<file path="config.mk">
export PLATFORM = sky130hd
export DESIGN_NAME = mac_accum
export DESIGN_NICKNAME = d
export VERILOG_FILES = /design/src/rtl/mac_pkg.sv /design/src/rtl/mac_accum.sv
export SDC_FILE = /design/constraint.sdc
export NUM_CORES = 1
export LEC_CHECK = 0
export ABC_AREA = 1
export CAP_MARGIN = 20
export CORE_AREA = 2 2 81 114
export CTS_CLUSTER_SIZE = 25
export DETAILED_ROUTE_END_ITERATION = 16
export DIE_AREA = 0 0 83 116
export PLACE_DENSITY_LB_ADDON = 0.3
export SETUP_SLACK_MARGIN = 0.05
export SLEW_MARGIN = 0
export SYNTH_ARGS = -nofsm -noshare
export SYNTH_HDL_FRONTEND = slang
export SYNTH_SLANG_ARGS = --single-unit
</file>
<file path="constraint.sdc">
create_clock -name clk -period 1.65 [get_ports clk]
set_input_delay 0.33 -clock clk [delete_from_list [all_inputs] [get_ports clk]]
set_output_delay 0.33 -clock clk [all_outputs]
set_load 0.05 [all_outputs]
</file>
<file path="src/rtl/mac_pkg.sv">
// Shared constants for the multiply-accumulate datapath: FSM state codes
// and the product width produced by the upstream 8x8 multiplier.
package mac_pkg;

   localparam logic [1:0] ST_IDLE  = 2'd0;
   localparam logic [1:0] ST_ACCUM = 2'd1;
   localparam logic [1:0] ST_DONE  = 2'd2;

   localparam int PROD_W = 16;

endpackage

</file>
<file path="src/rtl/mac_accum.sv">
// Accumulates a programmed number of unsigned products into one sum and
// hands the result downstream over a valid/ready handshake. All outputs
// come straight from flops; the status flags are loaded from the next state.
module mac_accum
   import mac_pkg::*;
#(
   parameter int LEN_W = 16,
   parameter int ACC_W = 32
) (
   input  logic              clk,
   input  logic              rst,
   input  logic              start_i,
   input  logic [LEN_W-1:0]  len_i,
   input  logic [PROD_W-1:0] prod_i,
   input  logic              prod_valid_i,
   output logic              prod_ready_o,
   output logic [ACC_W-1:0]  sum_o,
   output logic              sum_valid_o,
   input  logic              sum_ready_i,
   output logic              busy_o,
   output logic              ovf_o
);

   logic [1:0]       state;
   logic [1:0]       state_nxt;
   logic [LEN_W-1:0] remaining;
   logic             transfer;
   logic             last;
   logic [ACC_W:0]   add_res;

   // Unsigned add of a zero-extended product; the top bit is the carry out.
   function automatic logic [ACC_W:0] add_carry(input logic [ACC_W-1:0] acc,
                                                input logic [PROD_W-1:0] prod);
      return {1'b0, acc} + {{(ACC_W + 1 - PROD_W){1'b0}}, prod};
   endfunction

   // prod_ready_o is 1 exactly while in ACCUM, so a valid product there is a transfer.
   assign transfer = (state == ST_ACCUM) && prod_valid_i;
   assign last     = transfer && (remaining == LEN_W'(1));
   assign add_res  = add_carry(sum_o, prod_i);

   // Next-state logic; start is honoured only from IDLE.
   always_comb begin
      state_nxt = state;
      case (state)
         ST_IDLE: begin
            if (start_i) begin
               state_nxt = (len_i != '0) ? ST_ACCUM : ST_DONE;
            end
         end
         ST_ACCUM: begin
            if (last) begin
               state_nxt = ST_DONE;
            end
         end
         ST_DONE: begin
            if (sum_ready_i) begin
               state_nxt = ST_IDLE;
            end
         end
         default: state_nxt = ST_IDLE;
      endcase
   end

   // State register.
   always_ff @(posedge clk) begin
      if (rst) begin
         state <= ST_IDLE;
      end else begin
         state <= state_nxt;
      end
   end

   // Registered handshake/status flags, decoded from the state being entered.
   always_ff @(posedge clk) begin
      if (rst) begin
         prod_ready_o <= 1'b0;
         sum_valid_o  <= 1'b0;
         busy_o       <= 1'b0;
      end else begin
         prod_ready_o <= (state_nxt == ST_ACCUM);
         sum_valid_o  <= (state_nxt == ST_DONE);
         busy_o       <= (state_nxt != ST_IDLE);
      end
   end

   // Accumulator, remaining count and sticky overflow; held on bubbles and in DONE.
   always_ff @(posedge clk) begin
      if (rst) begin
         sum_o     <= '0;
         remaining <= '0;
         ovf_o     <= 1'b0;
      end else if ((state == ST_IDLE) && start_i) begin
         sum_o     <= '0;
         remaining <= len_i;
         ovf_o     <= 1'b0;
      end else if (transfer) begin
         sum_o     <= add_res[ACC_W-1:0];
         remaining <= remaining - LEN_W'(1);
         if (add_res[ACC_W]) begin
            ovf_o <= 1'b1;
         end
      end
   end

endmodule
</file>
==> results of run 1 <==
cell type report:
| cell class | instances | area share (%) |
|---|---|---|
| flip-flops and latches | 54 | 18.01 |
| repair buffers | 140 | 21.00 |
| well taps | 105 | 2.090 |
| inverters | 115 | 6.907 |
| clock buffers | 6 | 2.389 |
| multi-input cells | 492 | 49.38 |
| clock inverters | 2 | 0.2189 |
kinds of logic (layout without fill, tap and decap cells):
| kind of cell | after synthesis | count (layout) | share of synthesized area [%] |
|---|---|---|---|
| AO/OA/AOI/OAI | 76 | 76 | 10.98 |
| adder cells (fa/ha/maj) | 19 | 19 | 5.976 |
| buffers and inverters | 129 | 263 | 12.53 |
| XOR/XNOR | 12 | 12 | 2.561 |
| AND/OR/NAND/NOR | 385 | 385 | 41.62 |
| flip-flops | 54 | 54 | 26.34 |
report_power, final:
group          switching [mW]  internal [mW]
Sequential             0.0588           1.35
Combinational           0.696          0.536
Clock                   0.547          0.660
worst min-delay path by stage:
stage,from,endpoint,slack [ps],cells past startpoint
CTS,ovf_o$_SDFFE_PP0P_,ovf_o$_SDFFE_PP0P_,470,2
finish,ovf_o$_SDFFE_PP0P_,ovf_o$_SDFFE_PP0P_,470,2
detailed placement,ovf_o$_SDFFE_PP0P_,ovf_o$_SDFFE_PP0P_,450,2
floorplan,remaining[1]$_SDFFE_PP0P_,remaining[1]$_SDFFE_PP0P_,460,2
global placement,ovf_o$_SDFFE_PP0P_,ovf_o$_SDFFE_PP0P_,440,2
global route,ovf_o$_SDFFE_PP0P_,ovf_o$_SDFFE_PP0P_,490,2
through the flow:
step	hold WS, ps	power (mW)	util (%)	instance area [um^2]	setup TNS, ps
finish	474.7	3.850	73.45	6286	-602.8
CTS	474.0	3.773	70.31	6017	-443.3
global placement	443.2	2.494	65.73	5625	-14290
detailed placement	454.7	2.520	65.73	5625	-16030
floorplan	456.9	2.110	-	4323	-85.43
global route	490.4	4.025	73.45	6286	-2272
worst register-to-register path: stages (launching register included):
cell and delay (ps):
dfxtp_4 350, ha_4 160, fa_2 370, nand2_2 90
nand3_2 70, and2_4 150, nand3b_1 100, nand3_2 120
nand2_1 100, nand2_2 50, a21oi_2 110
flip-flops by register name (all words and copies together), names as in the netlist:
| register | cells |
|---|---|
| sum_o | 32 |
| ovf_o | 1 |
| remaining | 16 |
| prod_ready_o | 1 |
| sum_valid_o | 1 |
| busy_o | 1 |
| state | 2 |
metal layers:
layer	track usage (%)	vias up
met5	0	-
met1	27.11	2257
li1	-	2389
met3	4.487	74
met2	53.55	183
met4	17.81	0
placed cells by master (no fill, tap or decap), types with 18 or more instances in the layout:
cell             synthesis  final
inv_1                  110    100
dfxtp_1                 54     33
clkdlybuf4s50_1          0     20
a21oi_1                 33     22
nand3_2                  7     18
nor2_1                  60     47
nand2_1                205    162
buf_4                    1     86
nand3_1                 59     46
nand2_2                 10     38
what timing repair did:
item | 4_1_cts | 5_1_grt
pin swaps | 28 | 46
resized for setup | 65 | 79
endpoints found under the setup margin | 31 | 37
setup buffers | 8 | 2
==> out/summary.txt, run 1 <==
crit path max fanout -> 4
skew final -> 6.347 ps
worst hold-check path type -> reg -> reg
failing checks -> setup timing
commonest register cell after synthesis -> dfxtp_1
nets -> 864
row count -> 40
most numerous cell in the Yosys netlist -> nand2_1
die height -> 116 um
layout filler cell count -> 659
Synth Register Bits -> 54
cell depth of the worst setup path -> 10
Slew @ Worst Pin -> 494.5 ps
R2R cell count -> 10
Slew HR -> 67.00%
n_diodes -> 0
I/O pin total -> 73
CP cell instances -> ha_4 > fa_2 > nand2_2 > nand3_2 > and2_4 > nand3b_1 > nand3_2 > nand2_1 > nand2_2 > a21oi_2
Cells after Synth -> 675
Syn Nets -> 731
Worst R2R Setup Slack -> -90 ps
FF+latch area -> 1132 um^2
drt initial violations -> 285
WS Path Type -> reg -> reg
top-area cell type share of the netlist area -> 26.34%
Area contributors post-synth -> dfxtp_1, nand2_1, inv_1
total wire length -> 13690 um
Setup WS post-layout -> -93.10 ps
DP HPWL -> 9958 um
Initial Utilization -> 47.95%
Pleak -> 2.960 nW
share of layout cells above drive strength 1 -> 35.48%
hold_buf cts -> 0
Power Dens Cells -> 612.5 nW/um^2
largest net degree at the start of global routing -> 27
area grow syn2layout -> 53.17%
Netlist cell types -> 42
Syn Std Cell Area -> 4104 um^2
Die ar. -> 9628 um^2
register area share after synthesis -> 26.34%
vias per inst -> 5.364
commonest cells in the netlist -> nand2_1, inv_1, nor2_1
critical path's top delay family -> simple AND/OR/NAND/NOR gates
first-pass GRT wire length -> 21780 um
Final ANT Viol Nets -> 0
Crit-path slowest cell -> fa_2
worst skew pair latency -> 310 ps
Post-synth EDFFs -> 0
CP Launch Type -> flip-flop
Clock Path Buffers -> 2
RR Startpoint -> sum_o[0]$_SDFFE_PP0P_
Setup WS pre-CTS -> -568.3 ps
share of flip-flops with an asynchronous set or reset -> 0%
Fmax -> 0.5737 GHz
antenna violations before repair -> 0
final instance count without filler cells -> 914
Tmin final -> 1743 ps
Final Hold Viols -> 0
CTS tree -> yes
Chip Width -> 83 um
core area -> 8558 um^2
status -> finished, violations left
All-Layer GR Usage -> 27.64%
Overflow after GRT -> 0
synthesized area per cell -> 6.080 um^2
CP required -> 1880 ps
worst flop-to-flop path endpoint -> sum_o[20]$_SDFFE_PP0P_
clock-pin slew on the worst setup and hold paths -> 80 ps
clock sinks -> 54
Crit. End Element -> flip-flop
crit path capture -> sum_o[20]$_SDFFE_PP0P_
Final Max Tran Viols -> 0
gpl congestion -> 0.8984
largest stage delay on the critical path -> 370 ps
Post-Place Cells -> 896
final cycle utilization of the critical path -> 105.6%
Max VDD drop -> 0.0006212 V
IO Port Bufs -> 72
routed via count -> 4903
wl on met1 -> 4896 um
DR top layer -> met4
unrepaired setup endpoints after global routing -> yes
DR DRC count -> 0
CTS root buf -> clkbuf_16
Yosys warnings -> 0
multi-input logic area -> 3104 um^2
# Max-Cap Violations -> 0
vias in the first global route -> 4860
Met2 Wirelength -> 7323 um
WL per Instance -> 14.97 um
drt pass-1 iters -> 5
H-tree lvl count -> 2
CP startpoint -> sum_o[0]$_SDFFE_PP0P_
Num CTS Buffers -> 5
worst path arrival time -> 1970 ps
endpoints failing setup -> 11
Synth area leader -> dfxtp_1
CP bufs+invs -> 0
met3 wire len -> 605 um
No activity file was read; power rests on OpenSTA's default activity.
==> run 2: changes to the inputs <==
CORE_AREA = 2 2 77 109   (was 2 2 81 114)
DIE_AREA = 0 0 79 111   (was 0 0 83 116)
clock period = 1.8 ns   (was 1.65 ns; I/O delays follow)
==> out/summary.txt, run 2 (synthesized netlist as in run 1, its figures left out) <==
status -> finished, final reports clean
unrepaired setup endpoints after global routing -> yes
# Max-Cap Violations -> 0 (unchanged)
Clock Path Buffers -> 2 (unchanged)
clock sinks -> 54 (unchanged)
routed via count -> 4849 (-1.1%)
DR DRC count -> 0 (unchanged)
Crit-path slowest cell -> fa_2
Max VDD drop -> 0.0005258 V (-15%)
vias per inst -> 5.510 (+2.7%)
Final Max Tran Viols -> 0 (unchanged)
largest stage delay on the critical path -> 370 ps (about the same)
CTS root buf -> clkbuf_16
die height -> 111 um (-4.3%)
Post-Place Cells -> 869 (-3.0%)
Final Hold Viols -> 0 (unchanged)
Initial Utilization -> 51.92% (+4.0 points)
GR Util met1 -> 29.13% (+2.0 points)
post-layout util -> 71.86% (-1.6 points)
highest-count cells in the layout ignoring fill and taps -> nand2_1, inv_1, buf_4
row count -> 39 (-2.5%)
area grow syn2layout -> 38.41%
gpl congestion -> 1.005 (+12%)
final hold slack -> 477.0 ps (+2.220 ps)
switching share of power -> 33.29% (-0.52 points)
CTS tree -> yes
Chip Width -> 79 um (-4.8%)
cell depth of the worst setup path -> 10 (unchanged)
GR Util met3 -> 3.827% (-0.66 points)
final cycle utilization of the critical path -> 95.23% (-10 points)
Overflow after GRT -> 0 (unchanged)
endpoints failing setup -> 0 (-11)
Slew HR -> 72.92% (+5.9 points)
final instance count without filler cells -> 880 (-3.7%)
first-pass GRT wire length -> 21130 um (-3.0%)
Power Dens Cells -> 588.7 nW/um^2 (-3.9%)
Tmin final -> 1714 ps (-28.88 ps)
Largest regs -> sum_o x32, remaining x16, state x2
H-tree lvl count -> 2 (unchanged)
grt peak-use layer -> met2
Pleak -> 2.727 nW (-7.9%)
drt pass-1 iters -> 5 (unchanged)
sw power -> 1.113 mW (-14%)
FF+latch area -> 1106 um^2 (-2.3%)
WS Path Type -> reg -> reg
largest net degree at the start of global routing -> 29 (+7.4%)
core area -> 7905 um^2 (-7.6%)
CP Launch Type -> flip-flop
CP cell instances -> ha_4 > fa_2 > nand2_2 > nand3_2 > and2_4 > nand3b_1 > nand3_2 > nand2_1 > nand2_1 > a21oi_1
combinational cell fraction of total power -> 30.7% (-1.3 points)
total wire length -> 12750 um (-6.9%)
worst skew pair latency -> 300 ps (about the same)
max reg flops -> 32 (unchanged)
CP required -> 2030 ps (+150 ps)
vias in the first global route -> 4867 (+0.14%)
layout filler cell count -> 638 (-3.2%)
CP bufs+invs -> 0 (unchanged)
clock-pin slew on the worst setup and hold paths -> 70 ps (about the same)
drt initial violations -> 244 (-14%)
nets -> 833 (-3.6%)
Fmax -> 0.5834 GHz (+1.7%)
internal power -> 2.231 mW (-12%)
All-Layer GR Usage -> 29.64% (+2.0 points)
setup TNS -> 0 ps (+602.8 ps)
antenna violations before repair -> 0 (unchanged)
R2R cell count -> 10 (unchanged)
WL per Instance -> 14.49 um (-3.3%)
I/O pin total -> 73 (unchanged)
n_diodes -> 0 (unchanged)
Crit. End Element -> flip-flop
WHS Path Cells -> 2 (unchanged)
IO Port Bufs -> 72 (unchanged)
share of layout cells above drive strength 1 -> 26.35% (-9.1 points)
critical path's top delay family -> simple AND/OR/NAND/NOR gates
Reg with most FFs -> sum_o
Clock power frac -> 30.4% (-1.0 points)
DP HPWL -> 9343 um (-6.2%)
sequential power share -> 38.9% (+2.2 points)
commonest non-fill, non-tap cell in the layout -> nand2_1
hold_buf cts -> 0 (unchanged)
crit path max fanout -> 4 (unchanged)
worst hold-check path type -> reg -> reg
met2 Usage GRT -> 55.03% (+1.5 points)
Slew @ Worst Pin -> 405.7 ps (-88.79 ps)
worst path arrival time -> 1940 ps (-30 ps)
Final ANT Viol Nets -> 0 (unchanged)
Num CTS Buffers -> 5 (unchanged)
Die ar. -> 8769 um^2 (-8.9%)
skew final -> 7.803 ps (+1.457 ps)
multi-input logic area -> 2935 um^2 (-5.4%)
-- run 2: changes by cell type in the layout (fill, tap and decap cells not counted), moves of 10 or more --
cell	change
buf_12	-12
buf_4	-17
inv_1	+10
inv_2	-10
nand2_1	+22
nand2_2	-15
-- run 2: layout make-up --
type | count | area share, %
inverters | 115 | 7.643
well taps | 102 | 2.247
clock buffers | 7 | 2.511
clock inverters | 1 | 0.08811
flip-flops and latches | 54 | 19.47
multi-input cells | 492 | 51.67
repair buffers | 109 | 16.37
-- run 2: power groups by stage --
stage	sequential, mW	combinational (mW)	clock, mW
floorplan	1.38	0.533	0
global placement	1.32	0.893	0
detailed placement	1.32	0.912	0
CTS	1.30	0.995	1.03
global route	1.31	1.12	1.08
finish	1.30	1.03	1.02
-- run 2: repair_timing --
item / 4_1_cts / 5_1_grt
endpoints found under the hold margin: 0 / 0
setup buffers: 3 / 0
gates resized for setup: 83 / 18
pin swaps: 28 / 19
endpoints found under the setup margin: 28 / 18
-- run 2: path summary, 6_finish.rpt --
| check | from | end | slack (ps) |
|---|---|---|---|
| hold / removal | ovf_o$_SDFFE_PP0P_ | ovf_o$_SDFFE_PP0P_ | 480 |
| hold reg to reg | ovf_o$_SDFFE_PP0P_ | ovf_o$_SDFFE_PP0P_ | 480 |
| setup reg to reg | sum_o[0]$_SDFFE_PP0P_ | sum_o[20]$_SDFFE_PP0P_ | 90 |
| setup / recovery | sum_o[0]$_SDFFE_PP0P_ | sum_o[20]$_SDFFE_PP0P_ | 90 |
-- run 2: metrics by stage --
step	power (mW)	cell area (um^2)	setup WS [ps]
floorplan	1.910	4131	69.07
global placement	2.213	5100	-393.6
detailed placement	2.233	5100	-449.8
CTS	3.326	5628	52.72
global route	3.503	5680	-12.64
finish	3.344	5680	85.78
-- run 2: layer usage --
metal	up-vias	wire length [um]
met3	76	579
met2	205	6858
met5	-	0
met4	0	890
met1	2245	4422
li1	2323	-
-- run 2: tightest hold or removal path: stages (launching register included) --
cell     delay (ps)
dfxtp_1         330
inv_1            50
a21oi_1          50
